**config.mk**
```make
export PLATFORM = sky130hd
export DESIGN_NAME = axi_llc_way_arbiter
export DESIGN_NICKNAME = d
export VERILOG_FILES = /design/src/rtl/axi_llc_pkg.sv /design/src/rtl/axi_llc_rr_pick.sv /design/src/rtl/axi_llc_way_fifo.sv /design/src/rtl/axi_llc_way_arbiter.sv
export SDC_FILE = /design/constraint.sdc
export NUM_CORES = 1
export LEC_CHECK = 0
export CAP_MARGIN = 20
export CORE_AREA = 2 2 132 134
export DETAILED_ROUTE_END_ITERATION = 16
export DIE_AREA = 0 0 134 136
export DONT_BUFFER_PORTS = 1
export PLACE_DENSITY = 0.36
export SYNTH_ARGS = -nofsm -noshare
export SYNTH_HDL_FRONTEND = slang
export SYNTH_SLANG_ARGS = --single-unit
```
**constraint.sdc**
```tcl
create_clock -name clk_i -period 4.6 [get_ports clk_i]
set_input_delay 1.38 -clock clk_i [delete_from_list [all_inputs] [get_ports clk_i]]
set_output_delay 1.38 -clock clk_i [all_outputs]
set_load 0.005 [all_outputs]
```
**src/rtl/axi_llc_pkg.sv**
```systemverilog
// rtl/axi_llc_pkg.sv - LLC cache-unit indices, data macro timing and default way payload types
package axi_llc_pkg;

    localparam int unsigned RChanUnit = 0;
    localparam int unsigned WChanUnit = 1;
    localparam int unsigned EvictUnit = 2;
    localparam int unsigned RefilUnit = 3;

    localparam int unsigned DataMacroLatency = 1;
    localparam int unsigned UnitIdxW = 2;

    typedef struct packed {
        logic                we;
        logic [UnitIdxW-1:0] cache_unit;
        logic [15:0]         addr;
        logic [31:0]         data;
    } llc_way_inp_t;

    typedef struct packed {
        logic [31:0] data;
    } llc_way_oup_t;

endpackage

```
**src/rtl/axi_llc_rr_pick.sv**
```systemverilog
// rtl/axi_llc_rr_pick.sv - combinational circular pick of the first request at or after the pointer
module axi_llc_rr_pick #(
    parameter int unsigned NumUnits = 4,
    parameter int unsigned IdxW     = $clog2(NumUnits)
) (
    input  logic [NumUnits-1:0] req,
    input  logic [IdxW-1:0]     ptr,
    output logic [IdxW-1:0]     idx,
    output logic                found
);
    logic [IdxW-1:0] cand;

    // scanning from the farthest offset down lets the nearest requester win
    always_comb begin
        idx   = ptr;
        found = 1'b0;
        cand  = '0;
        for (int off = int'(NumUnits) - 1; off >= 0; off--) begin
            cand = IdxW'((int'(ptr) + off) % int'(NumUnits));
            if (req[cand]) begin
                idx   = cand;
                found = 1'b1;
            end
        end
    end

endmodule

```
**src/rtl/axi_llc_way_fifo.sv**
```systemverilog
// rtl/axi_llc_way_fifo.sv - non-fall-through routing FIFO holding the unit index of each outstanding read
module axi_llc_way_fifo #(
    parameter int unsigned Depth = 3,
    parameter int unsigned Width = 2
) (
    input  logic             clk_i,
    input  logic             rst_ni,
    input  logic             test_mode,
    input  logic             push,
    input  logic [Width-1:0] wdata,
    input  logic             pop,
    output logic [Width-1:0] rdata,
    output logic             full,
    output logic             empty
);
    localparam int unsigned PtrW = (Depth > 1) ? $clog2(Depth) : 1;
    localparam int unsigned CntW = $clog2(Depth + 1);

    logic [Width-1:0] mem_q [Depth];
    logic [PtrW-1:0]  wr_ptr_q, rd_ptr_q;
    logic [CntW-1:0]  count_q;
    logic             do_push, do_pop;
    logic             unused_test_mode;

    assign unused_test_mode = test_mode;

    // full/empty derive from the registered count, so a pop frees space only next cycle
    assign full    = (count_q == CntW'(Depth));
    assign empty   = (count_q == '0);
    assign rdata   = mem_q[rd_ptr_q];
    assign do_push = push & ~full;
    assign do_pop  = pop & ~empty;

    always_ff @(posedge clk_i or negedge rst_ni) begin
        if (!rst_ni) begin
            wr_ptr_q <= '0;
            rd_ptr_q <= '0;
            count_q  <= '0;
            for (int i = 0; i < int'(Depth); i++) mem_q[i] <= '0;
        end else begin
            if (do_push) begin
                mem_q[wr_ptr_q] <= wdata;
                wr_ptr_q <= (wr_ptr_q == PtrW'(Depth - 1)) ? '0 : wr_ptr_q + 1'b1;
            end
            if (do_pop) rd_ptr_q <= (rd_ptr_q == PtrW'(Depth - 1)) ? '0 : rd_ptr_q + 1'b1;
            case ({do_push, do_pop})
                2'b10:   count_q <= count_q + 1'b1;
                2'b01:   count_q <= count_q - 1'b1;
                default: count_q <= count_q;
            endcase
        end
    end

endmodule

```
**src/rtl/axi_llc_way_arbiter.sv**
```systemverilog
// rtl/axi_llc_way_arbiter.sv - round-robin sharing of the data way port with in-order read response routing
module axi_llc_way_arbiter
    import axi_llc_pkg::*;
#(
    parameter int unsigned NumUnits  = 4,
    parameter int unsigned MaxReads  = DataMacroLatency + 2,
    parameter type         way_inp_t = llc_way_inp_t,
    parameter type         way_oup_t = llc_way_oup_t
) (
    input  logic                    clk_i,
    input  logic                    rst_ni,
    input  logic                    test_i,
    input  way_inp_t [NumUnits-1:0] unit_req_i,
    input  logic [NumUnits-1:0]     unit_req_valid_i,
    output logic [NumUnits-1:0]     unit_req_ready_o,
    output way_inp_t                way_inp_o,
    output logic                    way_inp_valid_o,
    input  logic                    way_inp_ready_i,
    input  way_oup_t                way_out_i,
    input  logic                    way_out_valid_i,
    output logic                    way_out_ready_o,
    output way_oup_t                unit_rsp_o,
    output logic [NumUnits-1:0]     unit_rsp_valid_o,
    input  logic [NumUnits-1:0]     unit_rsp_ready_i,
    output logic                    busy_o
);
    localparam int unsigned IdxW = $clog2(NumUnits);

    logic [IdxW-1:0]     rr_q, lock_idx_q, pick_idx, grant, head;
    logic                lock_q, any_elig, handshake;
    logic                full, empty, push, pop;
    logic [NumUnits-1:0] eligible;

    // reads need a free routing slot; writes never produce a response
    always_comb begin
        eligible = '0;
        for (int i = 0; i < int'(NumUnits); i++)
            eligible[i] = unit_req_valid_i[i] & (unit_req_i[i].we | ~full);
    end

    axi_llc_rr_pick #(.NumUnits(NumUnits), .IdxW(IdxW)) i_rr_pick (
        .req   (eligible),
        .ptr   (rr_q),
        .idx   (pick_idx),
        .found (any_elig)
    );

    assign grant           = lock_q ? lock_idx_q : pick_idx;
    assign way_inp_valid_o = lock_q ? eligible[lock_idx_q] : any_elig;
    assign handshake       = way_inp_valid_o & way_inp_ready_i;
    assign push            = handshake & ~way_inp_o.we;

    always_comb begin
        way_inp_o            = unit_req_i[grant];
        way_inp_o.cache_unit = grant;
        unit_req_ready_o        = '0;
        unit_req_ready_o[grant] = handshake;
    end

    always_ff @(posedge clk_i or negedge rst_ni) begin
        if (!rst_ni) begin
            rr_q       <= '0;
            lock_q     <= 1'b0;
            lock_idx_q <= '0;
        end else if (handshake) begin
            rr_q   <= (grant == IdxW'(NumUnits - 1)) ? '0 : grant + 1'b1;
            lock_q <= 1'b0;
        end else if (way_inp_valid_o) begin
            lock_q     <= 1'b1;
            lock_idx_q <= grant;
        end
    end

    axi_llc_way_fifo #(.Depth(MaxReads), .Width(IdxW)) i_route_fifo (
        .clk_i     (clk_i),
        .rst_ni    (rst_ni),
        .test_mode (test_i),
        .push      (push),
        .wdata     (grant),
        .pop       (pop),
        .rdata     (head),
        .full      (full),
        .empty     (empty)
    );

    always_comb begin
        unit_rsp_valid_o       = '0;
        unit_rsp_valid_o[head] = way_out_valid_i & ~empty;
    end

    assign way_out_ready_o = unit_rsp_ready_i[head] & ~empty;
    assign pop             = way_out_valid_i & way_out_ready_o;
    assign unit_rsp_o      = way_out_i;
    assign busy_o          = (|unit_req_valid_i) | ~empty;

    a_rsp_without_read: assert property (@(posedge clk_i) disable iff (!rst_ni)
        way_out_valid_i |-> !empty);
    a_locked_valid_drop: assert property (@(posedge clk_i) disable iff (!rst_ni)
        lock_q |-> unit_req_valid_i[lock_idx_q]);

endmodule

```
[Word-level counts from Yosys, hierarchy flattened]
Cells that the tools add are included.
Operators by class
  $add $sub $neg: 8
  $lt $le $gt $ge: 12
  equality and inequality tests: 6
  mux-type cells: 40
  bitwise logic cells: 24
  reduce and logical (&&, ||, !) cells: 8
Operators by type and width (number)
  51-bit binary-select mux with 2-bit select: 1
  51-bit 2-to-1 mux: 1
  2-bit 2-to-1 mux: 11
  2-bit by 3-bit less-than comparator with 1-bit output, second input constant: 7
  1-bit 2-to-1 mux: 15
  1-bit binary-select mux with 2-bit select: 6
  1-bit AND: 11
  2-bit by 1-bit adder with 2-bit output, second input constant: 5
  2-bit == test, second input constant: 5
  4-bit AND: 2
  6-bit bitwise mux: 1
  3-bit greater-or-equal comparator, second input constant: 2
  2-bit inverter with 3-bit output: 2
  1-bit OR: 5
  2-bit adder, second input constant: 2
  2-bit binary-select mux with 2-bit select: 1
  1-bit demux with 2-bit select: 2
  2-bit demux with 2-bit select: 1
  2-bit by 1-bit greater-or-equal comparator with 1-bit output, second input constant: 2
  1-bit inverter: 4
  2-bit case mux with 2 select lines: 1
  2-bit nonzero test: 2
  4-bit OR reduction: 1
  1-bit logical AND: 3
  other kinds (5): 5
Word-level totals
  bits in registers: 17
  input port bits: 249
  output and inout port bits: 94
  logic and storage cells: 107

[Longest topological paths before layout]
Gate-level depths: netlist (run 1).
  depth after elaboration: 18
  depth in mapped cells: 13
  depth with buffers taken out: 12

[By module]
Synthesis (run 1) repeated with hierarchy kept, for this count alone.
Second synthesis, totals
  cells, all modules: 492
  area total of the unflattened synthesis: 3050.4 µm²
Modules (own cells, without submodules)
  axi_llc_way_arbiter: times used 1, cells each 431, area an instance 2391.0 µm²
  axi_llc_way_fifo: times used 1, cells each 45, area an instance 559.3 µm²
  axi_llc_rr_pick: times used 1, cells each 16, area an instance 100.1 µm²

[Worst setup path after synthesis (run 1)]
Ideal clock, no wire load.
  path type: input to output
  start: input unit_req_i[101] (netlist name)
  end: output unit_req_ready_o[3]
  arrival time: 3.074 ns
  slack: 0.146 ns
  cell stages on the path: 9
  cell sequence: nand3b_2 a22oi_1 o221ai_2 a22o_1 buf_2 inv_2 clkbuf_1 ha_1 and2_1
RTL lines
  start, declared: line axi_llc_way_arbiter.sv:13  | input way_inp_t [NumUnits-1:0] unit_req_i,
  end, declared: line axi_llc_way_arbiter.sv:15  | output logic [NumUnits-1:0] unit_req_ready_o,

==> results of run 1 <==
cell families after synthesis:
family	synth area share
AOI/OAI and AO/OA	0.2014
xor gates and xnor gates	0.008375
adders and majority gates	0.01994
buffers and inverters	0.1531
DFF	0.1356
muxes	0.04944
and+or+nand+nor	0.4322
final cells by class:
type	instances	area (um2)
inverter	13	61.31
sequential	17	425.4
timing repair buffer	38	604.3
clock buffer	4	78.83
multi-input combinational	415	2531
fill	1848	12890
tap	225	281.5
cells in the final DEF (no fill, tap or decap), drive strengths merged, types with 2 or more instances in the layout:
master	synthesis	routed
nand2	209	209
and3	49	49
a31oi	48	48
buf	55	30
dfrtp	17	17
inv	13	12
a21oi	12	12
clkbuf	14	11
o21ai	9	9
nor2	8	8
and2	7	7
mux2	7	7
nor2b	5	5
mux2i	5	5
nor4	5	5
ha	5	5
nand4	4	4
a211oi	4	4
o211ai	3	3
nor3	3	3
nand3b	3	3
and3b	3	3
nand2b	2	2
a32oi	2	2
o21a	2	2
o22ai	2	2
xnor2	2	2
a22o	2	2
per-stage QoR:
stage               setup WS (ns)    util  hold WS (ns)  instances
floorplan                  0.1460       -        0.4574        514
global placement          -0.2137  0.1913        0.4732        690
detailed placement        -0.2133  0.1913        0.4777        690
CTS                      -0.01779  0.2054        0.4897        697
global route              -0.1758  0.2360        0.5158        712
finish                   -0.07033  0.2360        0.4832        712
cell usage after synthesis (all sizes together) (2+ instances only):
library cell  number
nand2            209
buf               55
and3              49
a31oi             48
dfrtp             17
clkbuf            14
inv               13
a21oi             12
o21ai              9
nor2               8
and2               7
mux2               7
ha                 5
mux2i              5
nor2b              5
nor4               5
a211oi             4
nand4              4
and3b              3
nand3b             3
nor3               3
o211ai             3
a22o               2
a32oi              2
nand2b             2
o21a               2
o22ai              2
xnor2              2
power by group through the flow:
stage | registers, mW | clock network [mW] | logic, mW
2_1_floorplan | 0.251 | 0 | 1.75
3_3_place_gp | 0.307 | 0 | 2.25
3_5_place_dp | 0.311 | 0 | 2.27
4_1_cts | 0.309 | 0.180 | 2.51
5_1_grt | 0.319 | 0.186 | 3.42
6_report | 0.310 | 0.174 | 3.17
path summary, 6_finish.rpt:
check                                         from                  endpoint  slack (ns)  cells past startpoint
setup / recovery                   unit_req_i[203]             way_inp_o[25]       -0.07                     12
hold / removal               i_route_fifo.mem_q[4]     i_route_fifo.mem_q[4]        0.48                      1
setup reg to reg           i_route_fifo.count_q[0]   i_route_fifo.count_q[1]        1.15                     15
hold reg to reg              i_route_fifo.mem_q[4]     i_route_fifo.mem_q[4]        0.48                      1
max in group asynchronous                   rst_ni   i_route_fifo.count_q[1]        3.70                      0
min in group asynchronous                   rst_ni  i_route_fifo.rd_ptr_q[0]        0.82                      0
flip-flops by register name (all words and copies together) (netlist names):
| register | cells |
|---|---|
| i_route_fifo.count_q | 2 |
| i_route_fifo.rd_ptr_q | 2 |
| i_route_fifo.wr_ptr_q | 2 |
| i_route_fifo.mem_q | 6 |
| lock_idx_q | 2 |
| lock_q | 1 |
| rr_q | 2 |
routing by layer:
metal,vias up,GRT usage,wire [um]
li1,1685,-,-
met1,1715,0.1425,5225
met2,228,0.1929,6527
met3,28,0.01156,869
met4,0,0.02896,220
met5,-,0,0
timing repair:
action	4_1_cts	5_1_grt
endpoints found under the hold margin	0	0
pin swaps	4	8
gates resized for setup	17	46
endpoints found under the setup margin	51	51
setup buffers	1	8
cloned	2	8
==> flow_metrics.py, run 1 <==
metrics = {
    "global_route": {
        "grt.total_usage": 0.1096,
        "gr-total-overflow": 0,
        "grt_pass1_vias": 3092,
        "grt_pass1_wl_um": 16190,
        "antenna_found_initial": 0,
        "grt_max_degree": 38,
    },
    "setup_path": {
        "critPathTopFamily": "compound AO/OA/AOI/OAI gates",
        "worstPathMaxFanout": 9,
        "crit_chain": "nand3b_1 -> a211oi_2 -> o21a_1 -> o41ai_4 -> buf_4 -> buf_8 -> clkinv_8 -> buf_4 -> clkbuf_16 -> nand2_1 -> and3_1 -> a31oi_1",
        "worst_ep_arrival_time_ns": 3.29,
        "critPathMostFrequentCell": "buf_4",
        "slowest_delay_ns": 0.28,
        "slowest_stage": "a211oi_2",
        "path_class": "in2out",
        "worstPathRequired_ns": 3.22,
        "critPathLaunchType": "primary input",
        "path_buf_inv": 5,
        "cp-end-kind": "primary output",
    },
    "hold_path": {
        "hp-class": "reg2reg",
    },
    "timing": {
        "postLayoutSetupSlackWorst_ns": -0.07033,
        "setup_viol": 35,
        "maxSlewViolCount": 0,
        "grt_setup_unrepaired": "true",
        "slew_headroom": 0.6120,
        "fmax_ghz": 0.2141,
        "fin_crit_sh": 1.015,
        "fin_worst_skew_ns": 0.0006937,
        "worst_slew_pin_slew_ns": 0.5760,
        "setup_tns_ns": -1.142,
        "final_hold_viol_count": 0,
        "post-route-min-period_ns": 4.670,
    },
    "placed_design": {
        "placed_cell_area_um2": 3228,
        "dp_hpwl_um": 9022,
        "numPortBuffers": 0,
        "gp_congestion": 0.8046,
    },
    "yosys": {
        "synth-main-ff-cell": "dfrtp_1",
        "yosysUniqueCellTypes": 50,
        "yosysWarnings": 0,
        "ys_ff_latch": 17,
        "synth_cells": 514,
        "synthTopCellsByArea": "nand2_1 (25%), dfrtp_1 (14%), and3_1 (9.8%)",
        "synth_edf_count": 0,
        "postSynth.asyncResetShare": 1.000,
        "yosysTopAreaCellShare": 0.2500,
        "synth_area_leader_cell": "nand2_1",
        "synth_nets": 768,
        "synth-seq-area-share": 0.1356,
        "syn_area_um2": 3138,
        "syn_avg_cell_area_um2": 6.105,
    },
    "pwr": {
        "power.internal_mw": 1.792,
        "leakagePower_nw": 1.694,
        "ir_drop_v": 0.0004223,
        "power.total_mw": 3.654,
        "share_seq_of_total_power": 0.085,
        "powerDensity_nw_per_um2": 917.5,
        "combinationalPowerShare": 0.867,
        "p_sw_frac": 0.5097,
        "power_frac_clock": 0.048,
        "switchingPower_mw": 1.862,
    },
    "cts": {
        "htreeDepth": 1,
        "clk_pin_slew_ns": 0.05,
        "clockRootBuffer": "clkbuf_16",
        "clock_latency_ns": 0.25,
        "cts_max_path_buffers": 2,
        "cts.sinks": 17,
        "cts_tree": "done",
        "cts_buffers": 3,
        "hold_buffers": 0,
    },
    "die": {
        "die_height_um": 136,
        "rows": 48,
        "pin_count": 343,
        "start_util": 0.1859,
        "die_area_um2": 18220,
        "die_w_um": 134,
        "core-area_um2": 16880,
    },
    "route": {
        "dr.pass1.iters": 5,
        "wl_um": 12840,
        "wl_per_cell_um": 18.04,
        "vias": 3656,
        "viasPerCell": 5.135,
        "drt_iter0_markers": 196,
        "antenna_left": 0,
        "drc_errors": 0,
    },
    "layout": {
        "design_area_um2": 3983,
        "num_antenna_cells": 0,
        "drive_gt1_frac": 0.2156,
        "areaGrowthSynthToFinish_pct": 26.91,
        "final_nets": 742,
    },
    "status": {
        "outcome": "finished with violations",
        "violations": "negative setup slack",
    },
    "run": {
        "drv_cap": 0,
    },
}
No activity file was read; power rests on OpenSTA's default activity.
==> run 2, diff against run 1 <==
--- a/config.mk
+++ b/config.mk
@@ -6,11 +6,10 @@
 export NUM_CORES = 1
 export LEC_CHECK = 0
 export CAP_MARGIN = 20
-export CORE_AREA = 2 2 132 134
+export CORE_AREA = 2 2 134 136
 export DETAILED_ROUTE_END_ITERATION = 16
-export DIE_AREA = 0 0 134 136
+export DIE_AREA = 0 0 136 138
 export DONT_BUFFER_PORTS = 1
-export PLACE_DENSITY = 0.36
 export SYNTH_ARGS = -nofsm -noshare
 export SYNTH_HDL_FRONTEND = slang
 export SYNTH_SLANG_ARGS = --single-unit
==> run 2 against run 1 <==
Net effect:
- the flow now finishes without violations
- combinational power is 19% higher
- clock power increased by 3%
- fmax is 1.6% higher
- sequential cell count is the same
- global-route usage down 0.098 points
- worst hold slack improved by 0.0060 ns
- highest routed layer unchanged
==> flow_metrics.py, run 2 (same netlist as run 1, synthesis figures left out) <==
metrics = {
    "die": {
        "rows": 49,
        "die_height_um": 138,
        "die_w_um": 136,
        "start_util": 0.1790,
        "pin_count": 343,
        "core-area_um2": 17530,
        "die_area_um2": 18770,
    },
    "global_route": {
        "gr-total-overflow": 0,
        "grt_pass1_wl_um": 16260,
        "grt.total_usage": 0.1086,
        "grt_max_degree": 47,
        "antenna_found_initial": 0,
        "grt_pass1_vias": 3107,
    },
    "placed_design": {
        "dp_hpwl_um": 8814,
        "numPortBuffers": 0,
        "placed_cell_area_um2": 3221,
        "dp_cells": 694,
        "place_ws_ns": -0.1593,
        "gp_congestion": 0.8622,
    },
    "cts": {
        "htreeDepth": 1,
        "clockRootBuffer": "clkbuf_16",
        "cts_max_path_buffers": 2,
        "clock_latency_ns": 0.25,
        "cts_buffers": 3,
        "clk_pin_slew_ns": 0.05,
        "cts_tree": "done",
        "cts.sinks": 17,
    },
    "timing": {
        "final_hold_viol_count": 0,
        "post-route-min-period_ns": 4.595,
        "setup_viol": 0,
        "fin_crit_sh": 0.9988,
        "fmax_ghz": 0.2176,
        "maxSlewViolCount": 0,
        "slew_headroom": 0.6506,
        "worst_slew_pin_slew_ns": 0.5186,
        "postLayoutSetupSlackWorst_ns": 0.005405,
        "grt_setup_unrepaired": "true",
        "fin_worst_skew_ns": 0.002773,
    },
    "setup_path": {
        "worst_ep_arrival_time_ns": 3.21,
        "path_class": "in2out",
        "worstPathRequired_ns": 3.22,
        "slowest_delay_ns": 0.33,
        "path_buf_inv": 3,
        "critPathLaunchType": "primary input",
        "critPathTopFamily": "compound AO/OA/AOI/OAI gates",
        "slowest_stage": "o41ai_4",
        "crit_chain": "and3b_1 -> a211oi_2 -> o21a_1 -> o41ai_4 -> buf_6 -> buf_12 -> clkbuf_16 -> nand2_1 -> and3_1 -> a31oi_1",
        "cp-end-kind": "primary output",
        "worstPathMaxFanout": 11,
    },
    "route": {
        "wl_um": 14010,
        "drt_iter0_markers": 230,
        "vias": 3714,
        "viasPerCell": 5.144,
        "dr.pass1.iters": 8,
        "wl_per_cell_um": 19.40,
        "antenna_left": 0,
        "drc_errors": 0,
    },
    "layout": {
        "regMostFlops": "i_route_fifo.mem_q",
        "largest_reg_flops": 6,
        "utilization": 0.2520,
        "finalNonFillerCells": 722,
        "layout_commonest_cell": "nand2_1",
        "num_antenna_cells": 0,
        "final_cell_mix": "nand2_1 (187), and3_4 (28), and3_1 (21), nand2_2 (19), a31oi_4 (18)",
        "design_area_um2": 4418,
        "fillers": 1925,
        "final_nets": 748,
        "drive_gt1_frac": 0.3043,
        "areaGrowthSynthToFinish_pct": 40.79,
    },
    "status": {
        "outcome": "complete, no violations",
    },
    "hold_path": {
        "hp-class": "reg2reg",
    },
    "pwr": {
        "leakagePower_nw": 1.778,
        "ir_drop_v": 0.0003742,
        "powerDensity_nw_per_um2": 964.8,
    },
    "run": {
        "drv_cap": 0,
    },
}
-- run 2: stage by stage --
step / TNS (ns) / power, mW / hold WS [ns]
4_1_cts: 0 / 2.904 / 0.4955
3_5_place_dp: -1.651 / 2.584 / 0.4827
3_3_place_gp: -1.792 / 2.551 / 0.4678
5_1_grt: -1.126 / 4.562 / 0.5144
2_1_floorplan: 0 / 1.996 / 0.4574
6_report: 0 / 4.263 / 0.4892
-- run 2: final cells by class --
class / count / area (um2) / share of cell area
multi-input combinational: 415 / 2830 / 0.6406
timing repair buffer: 44 / 734.5 / 0.1662
sequential: 17 / 425.4 / 0.09629
tap: 229 / 286.5 / 0.06485
clock buffer: 3 / 75.07 / 0.01699
inverter: 13 / 61.31 / 0.01388
clock inverter: 1 / 5.005 / 0.001133
-- run 2: power by group --
group / internal [mW] / switching, mW
logic: 1.82 / 1.95
clock network: 0.117 / 0.0620
registers: 0.213 / 0.0968
-- run 2: path summary, 6_finish.rpt --
path / slack [ns] / cells after the start / start / endpoint
hold reg to reg: 0.49 / 1 / i_route_fifo.mem_q[4] / i_route_fifo.mem_q[4]
max in group asynchronous: 3.70 / 0 / rst_ni / lock_idx_q[0]
hold / removal: 0.49 / 1 / i_route_fifo.mem_q[4] / i_route_fifo.mem_q[4]
setup reg to reg: 1.10 / 14 / i_route_fifo.count_q[1] / i_route_fifo.count_q[1]
min in group asynchronous: 0.82 / 0 / rst_ni / i_route_fifo.rd_ptr_q[0]
setup / recovery: 0.005 / 10 / unit_req_i[50] / way_inp_o[28]
-- run 2: what timing repair did --
action | 4_1_cts | 5_1_grt
resized for setup | 9 | 123
buffers inserted | 2 | 9
pin swaps | 3 | 25
gates cloned | 1 | 12
endpoints found under the setup margin | 33 | 40
hold buffers | 0 | 0
-- run 2: routing by layer --
metal | up-vias | wire length (um) | track usage
li1 | 1698 | - | -
met1 | 1784 | 5399 | 0.1337
met2 | 208 | 7169 | 0.1822
met3 | 24 | 1129 | 0.03044
met4 | 0 | 306 | 0.03399
met5 | - | 0 | 0
